==> config.mk <==
export PLATFORM = sky130hd
export DESIGN_NAME = mem_arbiter
export DESIGN_NICKNAME = d
export VERILOG_FILES = /design/src/rtl/mem_arbiter.sv
export SDC_FILE = /design/constraint.sdc
export NUM_CORES = 1
export LEC_CHECK = 0
export ABC_AREA = 0
export CORE_AREA = 2 2 236 238
export CTS_BUF_LIST = sky130_fd_sc_hd__clkbuf_8 sky130_fd_sc_hd__clkbuf_16
export CTS_CLUSTER_DIAMETER = 150
export DETAILED_ROUTE_END_ITERATION = 8
export DIE_AREA = 0 0 238 240
export MAX_ROUTING_LAYER = met4
export SLEW_MARGIN = 20
export SYNTH_ARGS = -nofsm -noshare
export SYNTH_HDL_FRONTEND = slang
export SYNTH_SLANG_ARGS = --single-unit
==> constraint.sdc <==
create_clock -name clock -period 4.7 [get_ports clock]
set_clock_uncertainty 0.1 [all_clocks]
set_input_delay 0.47 -clock clock [delete_from_list [all_inputs] [get_ports clock]]
set_output_delay 0.47 -clock clock [all_outputs]
set_load 0.02 [all_outputs]
==> src/rtl/mem_arbiter.sv <==
//------------------------------------------------------------------------------
// Module   : mem_arbiter
// Purpose  : Two-requester (IFU read / LSU load-store) arbiter in front of a
//            single-port memory whose read data is valid combinationally in
//            the same cycle as the read strobe. Each transaction is
//            IDLE -> ACCESS -> RESP, one cycle per state.
// Config   : MEM_ARB_RR_EN defined   -> round-robin arbitration
//            MEM_ARB_RR_EN undefined -> fixed priority, LSU wins
// Revision : 1.0 - initial release
//------------------------------------------------------------------------------
`timescale 1ns/1ps
`default_nettype none

module mem_arbiter (
   input  logic        clock,
   input  logic        reset,
   // instruction-fetch port (read only)
   input  logic        ifu_req_valid,
   output logic        ifu_req_ready,
   input  logic [63:0] ifu_addr,
   output logic        ifu_resp_valid,
   output logic [63:0] ifu_rdata,
   // load/store port
   input  logic        lsu_req_valid,
   output logic        lsu_req_ready,
   input  logic        lsu_wen,
   input  logic [63:0] lsu_addr,
   input  logic [63:0] lsu_wdata,
   input  logic [7:0]  lsu_wmask,
   output logic        lsu_resp_valid,
   output logic [63:0] lsu_rdata,
   // memory port
   output logic [63:0] mem_raddr,
   output logic [63:0] mem_waddr,
   output logic [63:0] mem_wdata,
   output logic [7:0]  mem_wmask,
   output logic        mem_read_en,
   output logic        mem_write_en,
   input  logic [63:0] mem_rdata
);

   typedef enum logic [1:0] {
      ST_IDLE   = 2'd0,
      ST_ACCESS = 2'd1,
      ST_RESP   = 2'd2
   } state_t;

   state_t      r_state;
   state_t      w_state_next;

   logic        r_gnt_lsu;   // transaction owner: 1 = LSU, 0 = IFU
   logic        r_is_write;  // LSU store
   logic [63:0] r_addr;
   logic [63:0] r_wdata;
   logic [7:0]  r_wmask;
   logic [63:0] r_ifu_rdata;
   logic [63:0] r_lsu_rdata;

   logic        w_pick_lsu;
   logic        w_idle;
   logic        w_accept;

`ifdef MEM_ARB_RR_EN
   logic        r_last_lsu;  // last grant went to LSU

   // Round-robin: on contention the side not granted last wins
   always_comb begin
      w_pick_lsu = lsu_req_valid && (!ifu_req_valid || !r_last_lsu);
   end
`else
   // Fixed priority: any LSU request beats the IFU
   always_comb begin
      w_pick_lsu = lsu_req_valid;
   end
`endif

   // Ready only in IDLE outside reset, and only toward the winner
   always_comb begin
      w_idle        = (r_state == ST_IDLE) && !reset;
      lsu_req_ready = w_idle && w_pick_lsu;
      ifu_req_ready = w_idle && ifu_req_valid && !w_pick_lsu;
      w_accept      = (lsu_req_valid && lsu_req_ready) ||
                      (ifu_req_valid && ifu_req_ready);
   end

   // Next-state sequencing: each non-idle state lasts exactly one cycle
   always_comb begin
      w_state_next = r_state;
      case (r_state)
         ST_IDLE:   if (w_accept) w_state_next = ST_ACCESS;
         ST_ACCESS: w_state_next = ST_RESP;
         ST_RESP:   w_state_next = ST_IDLE;
         default:   w_state_next = ST_IDLE;
      endcase
   end

   // Memory strobes and response pulses decoded from state and latched request
   always_comb begin
      mem_raddr      = 64'd0;
      mem_waddr      = 64'd0;
      mem_wdata      = 64'd0;
      mem_wmask      = 8'd0;
      mem_read_en    = 1'b0;
      mem_write_en   = 1'b0;
      ifu_resp_valid = 1'b0;
      lsu_resp_valid = 1'b0;
      if (r_state == ST_ACCESS) begin
         mem_raddr    = r_addr;
         mem_waddr    = r_addr;
         mem_read_en  = !r_is_write;
         mem_write_en = r_is_write;
         if (r_is_write) begin
            mem_wdata = r_wdata;
            mem_wmask = r_wmask;
         end
      end
      if (r_state == ST_RESP) begin
         ifu_resp_valid = !r_gnt_lsu;
         lsu_resp_valid = r_gnt_lsu;
      end
      ifu_rdata = r_ifu_rdata;
      lsu_rdata = r_lsu_rdata;
   end

   // State register, request capture on accept, read data capture in ACCESS
   always_ff @(posedge clock) begin
      if (reset) begin
         r_state     <= ST_IDLE;
         r_gnt_lsu   <= 1'b0;
         r_is_write  <= 1'b0;
         r_addr      <= 64'd0;
         r_wdata     <= 64'd0;
         r_wmask     <= 8'd0;
         r_ifu_rdata <= 64'd0;
         r_lsu_rdata <= 64'd0;
      end else begin
         r_state <= w_state_next;
         if (w_accept) begin
            r_gnt_lsu  <= w_pick_lsu;
            r_is_write <= w_pick_lsu && lsu_wen;
            r_addr     <= w_pick_lsu ? lsu_addr : ifu_addr;
            r_wdata    <= lsu_wdata;
            r_wmask    <= lsu_wmask;
         end
         if (r_state == ST_ACCESS) begin
            if (!r_gnt_lsu)
               r_ifu_rdata <= mem_rdata;
            else
               r_lsu_rdata <= r_is_write ? 64'd0 : mem_rdata;
         end
      end
   end

`ifdef MEM_ARB_RR_EN
   // Remember who was granted last; starts as LSU so IFU wins first contention
   always_ff @(posedge clock) begin
      if (reset)
         r_last_lsu <= 1'b1;
      else if (w_accept)
         r_last_lsu <= w_pick_lsu;
   end
`endif

endmodule

`default_nettype wire

Yosys cells after proc, flatten, opt, wreduce, memory -nomap -nowiden
Cells that the tools add are included.

Register bits: 268. Input port bits: 269. Output and inout bits: 334. Logic and storage cells: 40.

Equality and inequality tests: 3. Multiplexer cells: 13. Bitwise operators: 1. Reductions and logical operators: 15.

Operator list (count): $mux W64 (5); $mux W8 (2); $logic_and A1 B1 Y1 (7); $logic_not A1 Y1 (4); $mux W1 (4); $pmux W2 S2 (1); $reduce_and A2 Y1 (2); $eq A2 B1 Y1 const B (1); $eq A2 B2 Y1 const B (1); $logic_not A2 Y1 (1); $mux W2 (1); $ne A2 B2 Y1 const B (1); $logic_or A1 B1 Y1 (1); $not A1 Y1 (1).

Depth between registers and ports, before layout
Gate-level depths: netlist (run 1).

Depth in word-level cells: 8. Mapped depth: 7. Depth with buffers taken out: 3.

Least setup slack after synthesis (run 1)
Ideal clock, no wire load.

Path kind: register -> output. From: reg r_state[0]. To: out ifu_req_ready. Data arrival time: 1674 ps. Required time: 4130 ps. Path slack: 2456 ps. Stages on the path, launching flop included: 7. Path buffers: 4. Path through: dfxtp_1 -> buf_4 -> or2_1 -> buf_4 -> buf_6 -> buf_2 -> nor4_1.

Word-level cells in the longest chain between the ends: 4.

Ends and longest elaborated chain: start: declaration (RTL line 48) `state_t r_state;`; start signal: assignment (RTL line 137) `r_state <= w_state_next;`; $logic_not A2 Y1 (RTL line 79) `w_idle = (r_state == ST_IDLE) && !reset;`; $logic_and A1 B1 Y1 (RTL line 79); $logic_and A1 B1 Y1 (2 in series) (RTL line 81) `ifu_req_ready = w_idle && ifu_req_valid && !w_pick_lsu;`; end: declaration (RTL line 19) `output logic ifu_req_ready,`.

Every way passes these cells.

Worst setup path in the final report (run 1)
From: reg r_state[0]. To: out mem_waddr[35].

Word-level cells in the longest chain between the ends: 2.

Ends and longest elaborated chain: $eq A2 B1 Y1 (RTL line 107) `if (r_state == ST_ACCESS) begin`; $mux W64 (RTL line 107); end: declaration (RTL line 34) `output logic [63:0] mem_waddr,`.

Every way passes these cells.

==> results of run 1 <==
==> final timing paths <==
kind / endpoint / from / cells past startpoint
worst min register to register: lsu_rdata[53]$_SDFFE_PP0P_ / lsu_rdata[53]$_SDFFE_PP0P_ / 2
worst min-delay path: lsu_rdata[53]$_SDFFE_PP0P_ / lsu_rdata[53]$_SDFFE_PP0P_ / 2
worst max-delay path: mem_waddr[35] / r_state[0]$_SDFFE_PP0P_ / 4
worst max register to register: r_addr[10]$_SDFFE_PP0P_ / r_state[1]$_SDFFE_PP0P_ / 5
==> per-stage QoR <==
stage,util (%),hold slack [ns],total power [mW]
final,34.77,0.3489,6.381
after global routing,34.76,0.3665,6.668
after CTS,34.75,0.3298,6.476
after detailed placement,32.62,0.3438,3.777
after global placement,32.62,0.3383,3.760
after floorplan,-,0.3490,3.203
==> cells by family (layout without fill, tap and decap cells) <==
kind of cell	count (synthesis)	after routing	share of synthesized area, %
compound gates	404	404	18.29
buf+inv	215	682	9.902
mux	64	64	5.371
flops	268	268	44.98
other cells	0	5	0
simple gates	485	485	21.45
==> area by class of cell <==
type / instances / area, um2
Sequential cell: 268 / 5369
Clock inverter: 19 / 151.4
Multi-Input combinational cell: 953 / 5405
Timing Repair Buffer: 618 / 6172
Antenna cell: 5 / 12.51
Clock buffer: 44 / 1011
Tap cell: 704 / 880.8
Fill cell: 5615 / 35660
Inverter: 1 / 3.754
==> state kept, by name, summed over array words and instances (netlist names) <==
name        cells
r_is_write      1
ifu_rdata      64
lsu_rdata      64
r_gnt_lsu       1
r_addr         64
r_wmask         8
r_state         2
r_wdata        64
==> worst min-delay path, stage by stage, from the launching register on <==
cell and delay (ns):
dfxtp_1 0.31, nand2_1 0.05, a21oi_1 0.05
==> power groups by stage <==
stage,registers [mW],clock network (mW),logic (mW)
CTS,2.53,2.74,1.20
floorplan,2.60,0,0.607
global route,2.55,2.84,1.28
finish,2.54,2.66,1.18
detailed placement,2.58,0,1.20
global placement,2.58,0,1.18
==> routing by layer <==
| layer | vias to the layer above | GRT usage, % | share of wire [%] |
|---|---|---|---|
| met5 | - | - | 0 |
| met3 | 75 | 4.294 | 7.7 |
| li1 | 5797 | - | - |
| met4 | 0 | 5.492 | 3.0 |
| met1 | 5699 | 18.69 | 40 |
| met2 | 469 | 27.74 | 49 |
==> synth_stat cells <==
cell type / number
a211oi_1: 64
a21oi_1: 266
and2_1: 65
and3_1: 72
and3b_1: 2
buf_1: 5
buf_2: 43
buf_4: 69
buf_6: 7
clkbuf_1: 87
clkbuf_2: 1
clkbuf_4: 2
dfxtp_1: 268
inv_1: 1
mux2i_1: 64
nand2_1: 193
nand2b_1: 1
nand3_1: 73
nand3b_1: 65
nor2_1: 4
nor2_4: 1
nor2_8: 1
nor2b_1: 1
nor3_1: 1
nor3b_1: 2
nor4_1: 1
o21ai_0: 74
or2_1: 1
or2_2: 1
or3b_2: 1
==> cells in the final DEF, fill, tap and decap left out, types with 3 or more instances in the layout <==
cell type        count
nand2_1            193
clkinv_2             6
clkinvlp_4           3
and3_1              72
o21ai_0             74
nand3b_1            65
nand3_1             73
clkdlybuf4s50_1    600
clkbuf_8             9
dfxtp_1            267
diode_2              5
inv_1                5
buf_4               15
a21oi_1            266
a211oi_1            64
nor2_1               3
and2_1              65
mux2i_1             64
clkbuf_16           36
==> impl_metrics.env, run 1 <==
export IMPL_htree_levels=2
export IMPL_syn_cell_area_um2=11930
export IMPL_yosys_area_top_type="dfxtp_1"
export IMPL_post_route_period_util_pct=73.47
export IMPL_power_density_nw_per_um2=335.7
export IMPL_cts_tree="yes"
export IMPL_drt_initial_drc_count=584
export IMPL_cp_max_fo=84
export IMPL_tns_ns=0
export IMPL_synth_seq_area_share_pct=44.98
export IMPL_grt_first_pass_wirelength_um=70720
export IMPL_fin_cells=2612
export IMPL_synth_cell_type_count=30
export IMPL_antenna_found_initial=4
export IMPL_cpLargestDelayFamily="buffers and inverters"
export IMPL_critPathSlowestCell="clkdlybuf4s50_1"
export IMPL_vias=12040
export IMPL_leakagePower_nw=6.965
export IMPL_insertion_delay_ns=0.54
export IMPL_nNetsFinal=2146
export IMPL_grt_max_degree=120
export IMPL_die_area_um2=57120
export IMPL_yosysWarnings=0
export IMPL_cts_hold_buf=0
export IMPL_worst_ep_arrival_time_ns=2.88
export IMPL_crit_path_end_kind="primary output"
export IMPL_fmax_mhz=289.6
export IMPL_hp_class="register to register"
export IMPL_worst_slew_pin_slew_ns=1.012
export IMPL_clockRootBuffer="clkbuf_16"
export IMPL_p_switching_mw=1.801
export IMPL_maxSlewViolCount=0
export IMPL_routed_wl_um=48220
export IMPL_die_height_um=240
export IMPL_slew_headroom_pct=32.51
export IMPL_ctsResizeCount=0
export IMPL_synth_area_per_cell_um2=8.306
export IMPL_drtPass1Iterations=5
export IMPL_crit_buf_inv=2
export IMPL_hold_viol=0
export IMPL_pwr_share_comb_pct=18.6
export IMPL_globalRoute_totalOverflow=0
export IMPL_syn_nets=1705
export IMPL_max_stage_delay_ns=0.66
export IMPL_die_w_um=238
export IMPL_clk_pin_slew_worst_paths_ns=0.06
export IMPL_outcome="finished clean"
export IMPL_peakVddDrop_mv=0.2158
export IMPL_synthTopCellsByArea="dfxtp_1 (45%), a21oi_1 (11%), nand2_1 (6.1%)"
export IMPL_cts_setup_buffers=0
export IMPL_antenna_left=0
export IMPL_cp_required_ns=4.13
export IMPL_num_io_pins=603
export IMPL_postLayoutCellArea_um2=19010
export IMPL_synth_seq_cells=268
export IMPL_clockBufferDepth=3
export IMPL_cts_made_buffers=35
export IMPL_rows=86
export IMPL_rrSetupSlack_ns=2.03
export IMPL_critical_path_class="register to primary output"
export IMPL_avgRoutedWirePerCell_um=18.46
export IMPL_min_period_ns=3.453
export IMPL_grt_pass1_vias=12050
export IMPL_rsz0062_at_grt="no"
export IMPL_area_delta_synth_final_pct=59.34
export IMPL_dpl_hpwl_um=32810
export IMPL_coreArea_um2=54660
export IMPL_place_inst=2544
export IMPL_start_util_pct=21.82
export IMPL_synth_top_cell_area_share_pct=44.98
export IMPL_switching_share_pct=28.22
export IMPL_dp_slack_ns=1.812
export IMPL_cp_start_kind="register"
export IMPL_detailed_place_area_um2=17830
export IMPL_gp_congestion=0.7928
export IMPL_port_buffers=602
export IMPL_p_int_mw=4.580
export IMPL_power_frac_clock_pct=41.7
export IMPL_path_cells="nor2b_4 -> buf_4 -> and2_1 -> clkdlybuf4s50_1"
export IMPL_seqPwrFrac_pct=39.7
export IMPL_drc=0
export IMPL_finalSetupViolCount=0
export IMPL_detail_route_vias_per_cell=4.609
export IMPL_drive_gt1_share_pct=4.572
export IMPL_cts_sinks=268
export IMPL_netlist_instances=1436
export IMPL_max_cap_violations=0
export IMPL_track_usage_pct=16.33
export IMPL_setup_ws_ns=1.247
No activity file was read; power rests on OpenSTA's default activity.
==> run 2: changes to the inputs <==
==> constraint.sdc (replaced) <==
create_clock -name clock -period 3.2 [get_ports clock]
set_clock_uncertainty 0.1 [all_clocks]
set_input_delay 0.32 -clock clock [delete_from_list [all_inputs] [get_ports clock]]
set_output_delay 0.32 -clock clock [all_outputs]
set_load 0.02 [all_outputs]
==> run 2 against run 1 <==
Non-clock buffer count grew 5. Combinational power grew 49%. Clock-buffer cell count shrank 1. Wire length grew 0.18%. Global-route usage is essentially flat. Utilization is essentially flat. Highest routed layer unchanged.
==> impl_metrics.env, run 2 (synthesis results as in run 1) <==
export IMPL_seqPwrFrac_pct=41.2
export IMPL_pwr_share_comb_pct=19.4
export IMPL_use_met3_pct=3.249
export IMPL_grt_pass1_vias=11940
export IMPL_crit_buf_inv=1
export IMPL_antenna_left=0
export IMPL_dp_slack_ns=0.6611
export IMPL_avgRoutedWirePerCell_um=18.54
export IMPL_clockRootBuffer="clkbuf_16"
export IMPL_tns_ns=0
export IMPL_min_period_ns=3.016
export IMPL_drive_gt1_share_pct=4.526
export IMPL_grt_max_degree=150
export IMPL_globalRoute_totalOverflow=0
export IMPL_rsz0062_at_grt="no"
export IMPL_drc=0
export IMPL_final_common_cell="clkdlybuf4s50_1"
export IMPL_grt_util_met1_pct=19.15
export IMPL_leakagePower_nw=6.945
export IMPL_outcome="finished clean"
export IMPL_power_frac_clock_pct=39.4
export IMPL_critPathSlowestCell="dfxtp_4"
export IMPL_htree_levels=1
export IMPL_cp_max_fo=86
export IMPL_detailed_place_area_um2=17920
export IMPL_antenna_found_initial=2
export IMPL_peakVddDrop_mv=0.3692
export IMPL_vias=12040
export IMPL_worst_ep_arrival_time_ns=2.60
export IMPL_routed_wl_um=48310
export IMPL_final_cell_mix="clkdlybuf4s50_1 (600), a21oi_1 (266), dfxtp_1 (266)"
export IMPL_post_route_period_util_pct=94.24
export IMPL_max_cap_violations=0
export IMPL_postLayoutCellArea_um2=18980
export IMPL_drt_initial_drc_count=548
export IMPL_clockBufferDepth=3
export IMPL_cp_start_kind="register"
export IMPL_cts_sinks=268
export IMPL_clk_pin_slew_worst_paths_ns=0.07
export IMPL_drtPass1Iterations=5
export IMPL_critical_path_class="register to primary output"
export IMPL_dpl_hpwl_um=32800
export IMPL_hp_class="input port to register"
export IMPL_rows=86
export IMPL_setup_ws_ns=0.1842
export IMPL_path_cells="and3_1 -> clkdlybuf4s50_1"
export IMPL_port_buffers=602
export IMPL_p_switching_mw=2.545
export IMPL_insertion_delay_ns=0.57
export IMPL_max_stage_delay_ns=0.97
export IMPL_die_w_um=238
export IMPL_start_util_pct=21.82
export IMPL_cts_tree="yes"
export IMPL_nNetsFinal=2146
export IMPL_cpLargestDelayFamily="flip-flops"
export IMPL_gp_congestion=0.8294
export IMPL_grt_first_pass_wirelength_um=70940
export IMPL_power_mw=9.065
export IMPL_slew_headroom_pct=35.31
export IMPL_die_area_um2=57120
export IMPL_coreArea_um2=54660
export IMPL_cp_required_ns=2.78
export IMPL_worst_slew_pin_slew_ns=0.9704
export IMPL_crit_path_end_kind="primary output"
export IMPL_finalSetupViolCount=0
export IMPL_cts_made_buffers=30
export IMPL_detail_route_vias_per_cell=4.622
export IMPL_track_usage_pct=16.31
export IMPL_grt_use_met2_pct=27.08
export IMPL_busiest_layer="met2"
export IMPL_hold_viol=0
export IMPL_area_delta_synth_final_pct=59.13
export IMPL_num_io_pins=603
export IMPL_maxSlewViolCount=0
export IMPL_switching_share_pct=28.07
export IMPL_power_density_nw_per_um2=477.6
export IMPL_fmax_mhz=331.6
export IMPL_die_height_um=240
export IMPL_p_int_mw=6.520
[run 2: cell count changes in the layout (fill, tap and decap cells not counted), moves of 3 or more]
cell | before | now
buf_12 | 2 | 7
clkbuf_8 | 9 | 13
clkbuf_16 | 36 | 31
diode_2 | 5 | 2
[run 2: cell type report]
type | instances | area [um2]
fillers | 5589 | 35680
repair buffers | 623 | 6279
multi-input cells | 953 | 5405
flip-flops and latches | 268 | 5370
clock buffers | 43 | 940.9
well taps | 704 | 880.8
clock inverters | 12 | 96.34
diodes | 2 | 5.005
inverters | 1 | 3.754
[run 2: per-layer routing]
metal  routed length, um  part of all wire, %  up-vias
met5                   0                    0        -
met4                2012                  4.2        0
met3                3361                  7.0      102
met2               23100                   48      495
met1               19840                   41     5654
li1                    -                    -     5793
[run 2: per-stage QoR]
stage | util (%) | hold WS, ns | instances
global route | 34.72 | 0.09147 | 2605
finish | 34.72 | 0.07640 | 2606
global placement | 32.79 | 0.3386 | 2548
CTS | 34.71 | 0.02780 | 2604
detailed placement | 32.79 | 0.3435 | 2548
floorplan | - | 0.3490 | 1436
[run 2: final timing paths]
check                        startpoint                         end  slack, ns  cells after the start
min                               reset     r_state[1]$_SDFFE_PP0P_       0.08                      2
max             r_is_write$_SDFFE_PP0P_                mem_wmask[2]       0.18                      2
min reg2reg  lsu_rdata[29]$_SDFFE_PP0P_  lsu_rdata[29]$_SDFFE_PP0P_       0.35                      2
max reg2reg     r_state[1]$_SDFFE_PP0P_    r_wdata[13]$_SDFFE_PP0P_       0.95                      4
[run 2: timing repair]
| item | in CTS | in global routing |
|---|---|---|
| endpoints found under the hold margin | 1 | 0 |
| buffers inserted | 0 | 0 |
| endpoints found under the setup margin | 0 | 7 |
| hold buffers | 1 | 0 |
| gates resized for setup | 0 | 2 |
[run 2: power groups by stage]
| stage | logic, mW | registers (mW) | clock network, mW |
|---|---|---|---|
| finish | 1.76 | 3.73 | 3.57 |
| global placement | 1.75 | 3.80 | 0 |
| global route | 1.89 | 3.76 | 3.82 |
| detailed placement | 1.77 | 3.80 | 0 |
| CTS | 1.78 | 3.73 | 3.70 |
| floorplan | 0.891 | 3.81 | 0 |
==> edit: new RTL, settings of run 1 <==
The option `MEM_ARB_RR_EN` is turned on by a define.
--- a/src/rtl/mem_arbiter.sv
+++ b/src/rtl/mem_arbiter.sv
@@ -12,2 +12,4 @@
 `default_nettype none
+
+`define MEM_ARB_RR_EN
 
Behaviour: not the same (a bounded check fails within 4 cycles, from zero or initial values and one cycle with reset high).
==> edit against run 1 <==
- power fell by 3.2%
- critical endpoint is now mem_waddr[32]
- final area shrank 0.33%
- count of clock-buffer cells in the layout down 5
- sequential cell count up 1
- die area unchanged
- largest cell class unchanged
- worst setup slack got worse by 120 ps
- largest power group unchanged
- non-clock buffer count rose by 6
- area after synthesis up 0.22%
- wire length is 5.7% higher
- combinational power shrank 6%
- utilization down 0.11 points
==> edit: results (changes against run 1) <==
** Outcome
- Run status: finished clean (unchanged).

** STA
- The worst-case headroom to the max-slew limit was 0.295 (was 0.325).
- The worst hold margin was 349 ps (about the same).
- The share of the cycle needed by the critical path after routing is 0.760 (was 0.735).

** Route
- The number of violations reported at the end of detailed-routing iteration 0 is 530 (was 584).
- Wire per inst :: 19.0 um (was 18.5 um)
- Via-per-instance ratio :: 4.73 (was 4.61)

** Worst setup path
- CP Data Arrival Time :: 3000 ps (was 2880 ps)
- The minimum setup slack among reg-to-reg paths was 2160 ps (was 2030 ps).
- The critical path capture point was mem_waddr[32] (was mem_waddr[35]).
- The endpoint of the worst-slack reg-to-reg timing path was r_addr[38]$_SDFFE_PP0P_ (was r_addr[10]$_SDFFE_PP0P_).
- The largest incremental delay on the critical path was 720 ps (was 660 ps).
- The cell count of the worst reg-to-reg path came to 4 (was 5).

** Synthesis
- Biggest area contributors in the synthesized netlist :: sky130_fd_sc_hd__dfxtp_1, sky130_fd_sc_hd__a21oi_1, sky130_fd_sc_hd__nand2_1 (unchanged)
- Instance count of the mapped netlist :: 1510 (was 1436)
- The post-synth net total came to 1779 (was 1705).
- Post-synthesis share of cell area spent on full adders, half adders and majority gates :: 0 (unchanged)
- Top cells by count, synth :: sky130_fd_sc_hd__nand2_1, sky130_fd_sc_hd__dfxtp_1, sky130_fd_sc_hd__a21oi_1 (was sky130_fd_sc_hd__dfxtp_1, sky130_fd_sc_hd__a21oi_1, sky130_fd_sc_hd__nand2_1)
- Multiplexer share of the synthesized area :: 0 (was 0.0537)
- Register area share after synthesis :: 0.450 (about the same)
- Number of distinct standard cells referenced by the synthesized netlist :: 31 (was 30)
- Post-synthesis compound-gate area fraction :: 0.193 (was 0.183)

** Global routing
- The first-pass GRT wire length came to 73600 um (was 70700 um).
- The largest net degree at the start of global routing came to 125 (was 120).
- Global routing usage summed across all routing layers :: 0.171 (was 0.163)
- Vias in the first global route :: 12.2k (was 12.0k)

** Clocking
- The number of buffers added by the clock tree synthesis step is 34 (was 35).
- Insertion delay to the later sink of the worst-skew pair :: 520 ps (was 540 ps)

** Placement
- Post-detail-place hpwl :: 35000 um (was 32800 um)
- Inst Count DP :: 2617 (was 2544)
- The setup slack at placement came to 1580 ps (was 1810 ps).
- Global placer's final weighted congestion :: 0.820 (was 0.793)
- The post-detailed-placement cell area is 17900 um2 (was 17800 um2).

** Final layout
- Final nets :: 2218 (was 2146)
- The share of layout cells above drive strength 1 is 0.0431 (was 0.0457).

** Power and ir drop
- Maximum ir drop on the vdd rail :: 0.000170 V (was 0.000216 V)
- Leakage dissipation :: 6.76 nW (was 6.96 nW)

** Min path
- The origin of the worst min-delay path was lsu_rdata[34]$_SDFFE_PP0P_ (was lsu_rdata[53]$_SDFFE_PP0P_).
[edit: worst min path at each step]
stage / end / depth (start not counted)
floorplan: r_wdata[63]$_SDFFE_PP0P_ / 2
global placement: lsu_rdata[34]$_SDFFE_PP0P_ / 2
detailed placement: lsu_rdata[7]$_SDFFE_PP0P_ / 2
CTS: lsu_rdata[7]$_SDFFE_PP0P_ / 2
global route: lsu_rdata[49]$_SDFFE_PP0P_ / 2
finish: lsu_rdata[34]$_SDFFE_PP0P_ / 2
[edit: routing by layer]
metal  share of wire  wire length, um  GRT usage  up-vias
met5               0                0          -        -
met4           0.029             1470     0.0574        0
met3           0.069             3490     0.0428       75
met2            0.48            24500      0.283      505
met1            0.42            21600      0.204     6090
li1                -                -          -     6011
[edit: cells by family (layout without fill, tap and decap cells)]
| kind of cell | after synthesis | after routing |
|---|---|---|
| buf+inv | 221 | 683 |
| simple gates | 612 | 612 |
| flops | 269 | 269 |
| compound gates | 408 | 408 |
| other cells | 0 | 4 |
[edit: area by class of cell]
cell class / count / area [um2]
diodes: 4 / 10.0
clock buffers: 39 / 931
clock inverters: 20 / 148
fillers: 5669 / 35700
multi-input cells: 1020 / 5380
flip-flops and latches: 269 / 5390
well taps: 704 / 881
repair buffers: 624 / 6210
[edit: power breakdown]
part / internal [mW] / switching, mW
clock: 1.52 / 1.04
sequential: 2.42 / 0.0874
combinational: 0.504 / 0.608
total: 4.44 / 1.73
[edit: worst register-to-register path: stages, from the launching register on]
cell and delay [ps]:
sky130_fd_sc_hd__dfxtp_1 450, sky130_fd_sc_hd__or2_2 580, sky130_fd_sc_hd__nor2_4 690, sky130_fd_sc_hd__buf_4 410, sky130_fd_sc_hd__a311oi_1 150
